===== config.mk =====
export PLATFORM = sky130hd
export DESIGN_NAME = fetch_hazard_ctrl
export DESIGN_NICKNAME = d
export VERILOG_FILES = /design/src/rtl/lg_pipe_pkg.sv /design/src/rtl/hazard_scoreboard.sv /design/src/rtl/fetch_hazard_ctrl.sv
export SDC_FILE = /design/constraint.sdc
export NUM_CORES = 1
export LEC_CHECK = 0
export CAP_MARGIN = 5
export CORE_UTILIZATION = 59
export CTS_BUF_LIST = sky130_fd_sc_hd__clkbuf_8
export DETAILED_ROUTE_END_ITERATION = 6
export PLACE_DENSITY = 0.89
export SLEW_MARGIN = 30
export SYNTH_ARGS = -nofsm -noshare
export SYNTH_HDL_FRONTEND = slang
export SYNTH_SLANG_ARGS = --single-unit
export TNS_END_PERCENT = 50

===== constraint.sdc =====
create_clock -name I_CLOCK -period 7.9 [get_ports I_CLOCK]
set_input_delay 1.58 -clock I_CLOCK [delete_from_list [all_inputs] [get_ports I_CLOCK]]
set_output_delay 1.58 -clock I_CLOCK [all_outputs]
set_load 0.02 [all_outputs]

===== src/rtl/lg_pipe_pkg.sv =====
// Shared pipeline constants and types for the fetch-stage hazard/redirect controller.
package lg_pipe_pkg;

    localparam int PC_WIDTH  = 16;
    localparam int NUM_REGS  = 16;
    localparam int REG_IDX_W = $clog2(NUM_REGS);
    localparam int CNT_W     = 2;

    typedef enum logic [1:0] {
        IDLE  = 2'd0,
        WAIT  = 2'd1,
        REDIR = 2'd2
    } br_state_e;

    typedef struct packed {
        logic                 valid;
        logic [REG_IDX_W-1:0] idx;
    } reg_ref_t;

    // A source operand only blocks issue when it is actually read.
    function automatic logic operand_blocked(input reg_ref_t src, input logic busy);
        return src.valid & busy;
    endfunction

endpackage


===== src/rtl/hazard_scoreboard.sv =====
// Per-register in-flight writer counters with two read lookups; flags saturation and underflow.
module hazard_scoreboard
    import lg_pipe_pkg::*;
(
    input  logic                 clk,
    input  logic                 rst_n,
    input  logic                 inc_valid,
    input  logic [REG_IDX_W-1:0] inc_idx,
    input  logic                 dec_valid,
    input  logic [REG_IDX_W-1:0] dec_idx,
    input  logic [REG_IDX_W-1:0] lookup_a_idx,
    output logic                 lookup_a_busy,
    input  logic [REG_IDX_W-1:0] lookup_b_idx,
    output logic                 lookup_b_busy,
    output logic                 err
);

    localparam logic [CNT_W-1:0] CNT_MAX = '1;

    logic [CNT_W-1:0]    cnt      [NUM_REGS];
    logic [CNT_W-1:0]    cnt_next [NUM_REGS];
    logic [NUM_REGS-1:0] inc_hit;
    logic [NUM_REGS-1:0] dec_hit;

    assign inc_hit = inc_valid ? (NUM_REGS'(1) << inc_idx) : '0;
    assign dec_hit = dec_valid ? (NUM_REGS'(1) << dec_idx) : '0;

    // An issue and a retire to the same register cancel out, so neither can raise an error.
    always_comb begin
        err = 1'b0;
        for (int i = 0; i < NUM_REGS; i++) begin
            cnt_next[i] = cnt[i];
            if (inc_hit[i] && !dec_hit[i]) begin
                if (cnt[i] == CNT_MAX) begin
                    err = 1'b1;
                end else begin
                    cnt_next[i] = cnt[i] + 1'b1;
                end
            end else if (dec_hit[i] && !inc_hit[i]) begin
                if (cnt[i] == '0) begin
                    err = 1'b1;
                end else begin
                    cnt_next[i] = cnt[i] - 1'b1;
                end
            end
        end
    end

    always_ff @(negedge clk or negedge rst_n) begin
        if (!rst_n) begin
            for (int i = 0; i < NUM_REGS; i++) begin
                cnt[i] <= '0;
            end
        end else begin
            for (int i = 0; i < NUM_REGS; i++) begin
                cnt[i] <= cnt_next[i];
            end
        end
    end

    assign lookup_a_busy = (cnt[lookup_a_idx] != '0);
    assign lookup_b_busy = (cnt[lookup_b_idx] != '0);

endmodule


===== src/rtl/fetch_hazard_ctrl.sv =====
// Fetch sequencing: RAW dependency stall from the scoreboard plus a branch freeze/redirect FSM.
module fetch_hazard_ctrl
    import lg_pipe_pkg::*;
(
    input  logic                 I_CLOCK,
    input  logic                 I_LOCK,
    input  logic                 I_DE_Valid,
    input  logic                 I_DE_IsBranch,
    input  logic                 I_DE_Src1Valid,
    input  logic [REG_IDX_W-1:0] I_DE_Src1,
    input  logic                 I_DE_Src2Valid,
    input  logic [REG_IDX_W-1:0] I_DE_Src2,
    input  logic                 I_DE_DestValid,
    input  logic [REG_IDX_W-1:0] I_DE_Dest,
    input  logic                 I_WB_Valid,
    input  logic [REG_IDX_W-1:0] I_WB_Dest,
    input  logic                 I_BR_Resolve,
    input  logic [PC_WIDTH-1:0]  I_BR_NextPC,
    output logic                 O_Issue,
    output logic                 O_DepStallSignal,
    output logic                 O_BranchStallSignal,
    output logic                 O_BranchAddrSelect,
    output logic [PC_WIDTH-1:0]  O_BranchPC,
    output logic                 O_ProtoErr
);

    br_state_e           state;
    br_state_e           state_next;
    reg_ref_t            src1;
    reg_ref_t            src2;
    logic                src1_busy;
    logic                src2_busy;
    logic                hazard;
    logic                in_idle;
    logic                sb_err;
    logic                stray_resolve;
    logic [PC_WIDTH-1:0] target;
    logic                proto_err;

    assign src1 = {I_DE_Src1Valid, I_DE_Src1};
    assign src2 = {I_DE_Src2Valid, I_DE_Src2};

    hazard_scoreboard u_scoreboard (
        .clk           (I_CLOCK),
        .rst_n         (I_LOCK),
        .inc_valid     (O_Issue & I_DE_DestValid),
        .inc_idx       (I_DE_Dest),
        .dec_valid     (I_WB_Valid),
        .dec_idx       (I_WB_Dest),
        .lookup_a_idx  (src1.idx),
        .lookup_a_busy (src1_busy),
        .lookup_b_idx  (src2.idx),
        .lookup_b_busy (src2_busy),
        .err           (sb_err)
    );

    assign hazard  = operand_blocked(src1, src1_busy) | operand_blocked(src2, src2_busy);
    assign in_idle = (state == IDLE);

    // Gated by reset so nothing reaches Fetch or the scoreboard while the pipeline is held.
    assign O_Issue          = I_LOCK & I_DE_Valid & ~hazard & in_idle;
    assign O_DepStallSignal = I_LOCK & I_DE_Valid &  hazard & in_idle;

    assign O_BranchStallSignal = (state == WAIT);
    assign O_BranchAddrSelect  = (state == REDIR);
    assign O_BranchPC          = target;
    assign O_ProtoErr          = proto_err;

    assign stray_resolve = I_BR_Resolve & (state != WAIT);

    always_comb begin
        state_next = state;
        case (state)
            IDLE:    if (O_Issue && I_DE_IsBranch) state_next = WAIT;
            WAIT:    if (I_BR_Resolve) state_next = REDIR;
            REDIR:   state_next = IDLE;
            default: state_next = IDLE;
        endcase
    end

    always_ff @(negedge I_CLOCK or negedge I_LOCK) begin
        if (!I_LOCK) begin
            state     <= IDLE;
            target    <= '0;
            proto_err <= 1'b0;
        end else begin
            state     <= state_next;
            proto_err <= proto_err | sb_err | stray_resolve;
            if (state == WAIT && I_BR_Resolve) begin
                target <= I_BR_NextPC;
            end
        end
    end

endmodule

==> impl_results.md, run 1 <==
- GPL Wtd Cong: 1.12
- Cells after Synth: 388
- IO buf count: 61
- Ys Warns: 0
- Post-synth EDFFs: 0
- Mapped Area: 0.00334 sq mm
- H-tree levels: 2
- Top-area cell type share of the netlist area: 38.2%
- Overflow after GRT: 26
- Run status: did not finish
- Syn avg cell area: 8.62 sq um
- First-pass GRT wire length: 32,800 um
- Synth cell types: 55
- Seq/Total Area, Yosys: 38.2%
- Post-place setup slack: -0.722 ns
- Fail Step: 5_1_grt
- Synth top area cells: dfrtn_1 (38%), mux2_2 (5.4%), a21oi_1 (5.1%)
- Starting Density: 61.1%
- Number of I/O pins: 62
- Die Wd: 77.3 um
- Yosys top cell by area: dfrtn_1
- Placed cells: 615
- Root Driver: clkbuf_8
- #FFs+latches synth: 51
- Synth async-reset ratio: 100%
- Clk buf depth: 2
- Post-DP HPWL: 10,000 um
- Cts hold-fix bufs: 0
- Largest net degree at the start of global routing: 52
- Overall Global Routing Usage: 73.9%
- Chip height: 77.3 um
- Synth Net Count: 429
- Number of global-route vias before repair: 5,715
- Num CTS Buffers: 5
- Synth Flop Type: dfrtn_1
- Clock Sinks: 51
- # rows: 27
- Tool Error: [ERROR GRT-0116] Global routing finished with congestion. Check the congestion regions in the DRC Viewer.
[through the flow]
stage	TNS (ns)	instance area (sq um)
detailed placement	-14.91	4800
global placement	-9.53	4800
CTS	-0.369	5110
floorplan	0	3350
[repair_timing]
action	in CTS
buffers inserted	10
endpoints found under the setup margin	34
pin swaps	7
gates resized for setup	45
[kinds of logic after synthesis]
logic type	synth area share, %
buffers and inverters	4.15
multiplexers	9.43
AO/OA/AOI/OAI	23.5
flip-flops	38.2
AND/OR/NAND/NOR	24.8
[cells in the mapped netlist, types with 3 or more instances]
master	instances
mux4_2	6
a21o_1	8
nor3_1	12
inv_1	18
nor4b_1	3
o21ai_1	3
a21boi_0	5
and2_1	3
nor4_1	3
nand2b_1	5
a211oi_1	9
nor2_1	29
a311oi_1	3
o211ai_1	6
nand4_1	16
a22o_1	3
a21oi_1	34
nand3_1	17
and3_1	10
buf_2	3
nor2b_1	7
nand2_1	38
dfrtn_1	51
mux2_2	16
o21ai_0	27
clkbuf_1	11
nand3b_1	3
a31oi_1	5
or2_1	4
[per-layer routing]
layer | GRT overflow | GRT usage [%]
met5 | 0 | 14.5
met4 | 11 | 76.4
met3 | 0 | 53.5
met2 | 15 | 93.5
met1 | 0 | 74.1
==> run 2: changes to the inputs <==
Settings changed: CORE_UTILIZATION 59 to 40, CTS_BUF_LIST sky130_fd_sc_hd__clkbuf_8 to unset, PLACE_DENSITY 0.89 to unset, PLACE_DENSITY_LB_ADDON set to 0.15.
==> run 2 against run 1 <==
Compared with the run above: the flow now finishes, with violations (DRC, setup timing); area after synthesis stayed put; synthesized cell count is the same.
==> impl_results.md, run 2 <==
- Design Power: 0.958 mW
- Top layer in use: met4
- Cells after Synth: 388 (unchanged)
- Final-report hold violation count: 0
- Seq/Total Area, Yosys: 38.2% (unchanged)
- #FFs+latches synth: 51 (unchanged)
- First-pass GRT wire length: 18,600 um
- CP endpoint kind: output pin
- Hold endpoint: O_BranchPC[14]
- Nets@finish: 615
- Synth async-reset ratio: 100% (unchanged)
- Worst slew pin tran: 0.677 ns
- Run status: finished with violations
- RR Endpoint: O_ProtoErr
- Max-slew violations: 0
- RSZ-0062 raised after global routing: true
- Post-synth EDFFs: 0 (unchanged)
- Synth Net Count: 429 (unchanged)
- Largest net degree at the start of global routing: 52
- Ys Warns: 0 (unchanged)
- DR vias: 3,946
- # setup viols final: 3
- Vias/cell: 5.83
- Power Density: 181 mW/mm^2
- Number of global-route vias before repair: 3,883
- WS Path Type: reg2out
- Synth Flop Type: dfrtn_1
- Violated checks: DRC, setup timing
- Clock-pin slew on the worst setup and hold paths: 0.07 ns
- Synth cell types: 55 (unchanged)
- Synth-to-Final Area Change: 58.0%
- Root Driver: clkbuf_8
- Cts hold-fix bufs: 0 (unchanged)
- Fill cells: 650
- Worst rel slew slack: 54.7%
- Min-delay src: O_BranchPC[14]
- Worst hold path type: reg2reg
- CTS tree: done
- Routed Wire Length: 12,100 um
- Initial antenna violation count: 0
- Routed length on met3: 948 um
- Fin util: 67.0%
- Finished Layout Cells: 677
- Syn avg cell area: 8.62 sq um (unchanged)
- Worst hold slack: 0.450 ns
- Startpoint type of the worst setup path: flip-flop
- Number of stages on the worst hold path: 1
- Final antenna-violating net count: 0
- Share of cells above drive strength 1: 33.2%
- Starting Density: 42.4% (-19 points)
- Placed cells: 658 (+7.0%)
- Core Area: 0.00789 sq mm
- Number of max-cap violations: 0
- Worst-case vdd ir drop: 0.000103 V
- DRT met1 WL: 4840 um
- Top-area cell type share of the netlist area: 38.2% (unchanged)
- Most common cell after layout, fill and taps aside: buf_4
- Ant diodes: 0
- Die Wd: 93.4 um (+21%)
- Synth top area cells: dfrtn_1 (38%), mux2_2 (5.4%), a21oi_1 (5.1%)
- Worst path required time: 6.32 ns
- Overall Global Routing Usage: 28.0%
- Clk Latency, worst-skew pair: 0.31 ns
- H-tree levels: 2 (unchanged)
- Critical path arrival: 6.47 ns
- Number of I/O pins: 62 (unchanged)
- Leakage power: 2.34 nW
- Num CTS Buffers: 5 (unchanged)
- Yosys top cell by area: dfrtn_1
- Setup ws final: -0.152 ns
- GPL Wtd Cong: 1.01 (-9.5%)
- Fin Clk Skew: 0.00689 ns
- CP max FO: 3
- DRC violations left: 3
- Most frequent cells in the layout: buf_4 (130), clkdlybuf4s50_1 (53), dfrtn_1 (51)
- WL met2: 5810 um
- Post-DP HPWL: 9440 um (-5.8%)
- Most frequent cell after synthesis: dfrtn_1
- Iter 0 DRT Violations: 356
- Largest register FFs: 32
- Reg-to-Reg Start: u_scoreboard.cnt[4]
- # rows: 32 (+19%)
- Clk buf depth: 2 (unchanged)
- First-pass DRT Iterations: 7
- Clock Sinks: 51 (unchanged)
- Critical Path Start: u_scoreboard.cnt[4]
- Top reg by flops: u_scoreboard.cnt
- Post-synth top cells: dfrtn_1 (51), nand2_1 (38), a21oi_1 (34), nor2_1 (29), o21ai_0 (27)
- FF-to-FF setup slack: 4.72 ns
- Chip height: 93.4 um (+21%)
- Mapped Area: 0.00334 sq mm (unchanged)
- Die ar.: 0.00873 sq mm
- R2r worst-path depth: 12
- Routed len/inst: 17.9 um
- IO buf count: 61 (unchanged)
- Overflow after GRT: 0
## run 2: cell counts after synthesis
Identical to the previous run, type by type.
## run 2: how the worst max path moves through the flow
stage                     slack (ns)             endpoint  cells after the start
after floorplan                 0.08  u_scoreboard.cnt[2]                      9
after global placement         -0.60              O_Issue                      8
after detailed placement       -0.60           O_ProtoErr                     12
after CTS                      -0.11     O_DepStallSignal                      8
after global routing           -0.20              O_Issue                      8
final                          -0.15              O_Issue                      8
## run 2: what timing repair did
action / 4_1_cts / 5_1_grt
pin swaps: 8 / 7
endpoints found under the setup margin: 20 / 13
buffers inserted: 7 / 4
resized for setup: 33 / 20
## run 2: power by group
group | internal [mW] | switching, mW
Clock | 0.104 | 0.0980
Sequential | 0.323 | 0.0314
Combinational | 0.210 | 0.191
## run 2: worst max-delay path, cell delays in order, from the launching register on
cell and delay (ns):
dfrtn_1 0.37, or2_1 0.25, mux4_2 0.47, a221o_1 0.34, and4_4 0.16, a31o_4 0.22, buf_6 0.13, nor2_4 0.13
buf_6 0.14
## run 2: final cells by class
cell class	instances	area [sq um]	share of cell area (%)
Clock buffer	6	82.6	1.56
Clock inverter	2	38.8	0.734
Inverter	18	67.6	1.28
Multi-Input combinational cell	303	2060	39.0
Sequential cell	51	1280	24.2
Tap cell	102	128	2.42
Timing Repair Buffer	195	1630	30.9
## run 2: metal layers
metal / GRT usage (%) / vias up
li1: - / 1827
met1: 35.2 / 1885
met2: 45.5 / 188
met3: 6.26 / 46
met4: 13.3 / 0
met5: 0 / -
## run 2: kinds of logic after synthesis
family                 Yosys count  synth area share [%]
and+or+nand+nor                159                  24.8
AOI/OAI and AO/OA              122                  23.5
DFF                             51                  38.2
buffers and inverters           34                  4.15
muxes                           22                  9.43
## run 2: through the flow
| step | setup WS [ns] | setup TNS (ns) | instance area [sq um] |
|---|---|---|---|
| 6_report | -0.152 | -0.311 | 5280 |
| 5_1_grt | -0.200 | -0.655 | 5280 |
| 2_1_floorplan | 0.0765 | 0 | 3350 |
| 4_1_cts | -0.112 | -0.223 | 5200 |
| 3_3_place_gp | -0.597 | -10.35 | 4950 |
| 3_5_place_dp | -0.597 | -12.37 | 4950 |
Power figures use the tool's default switching activity.
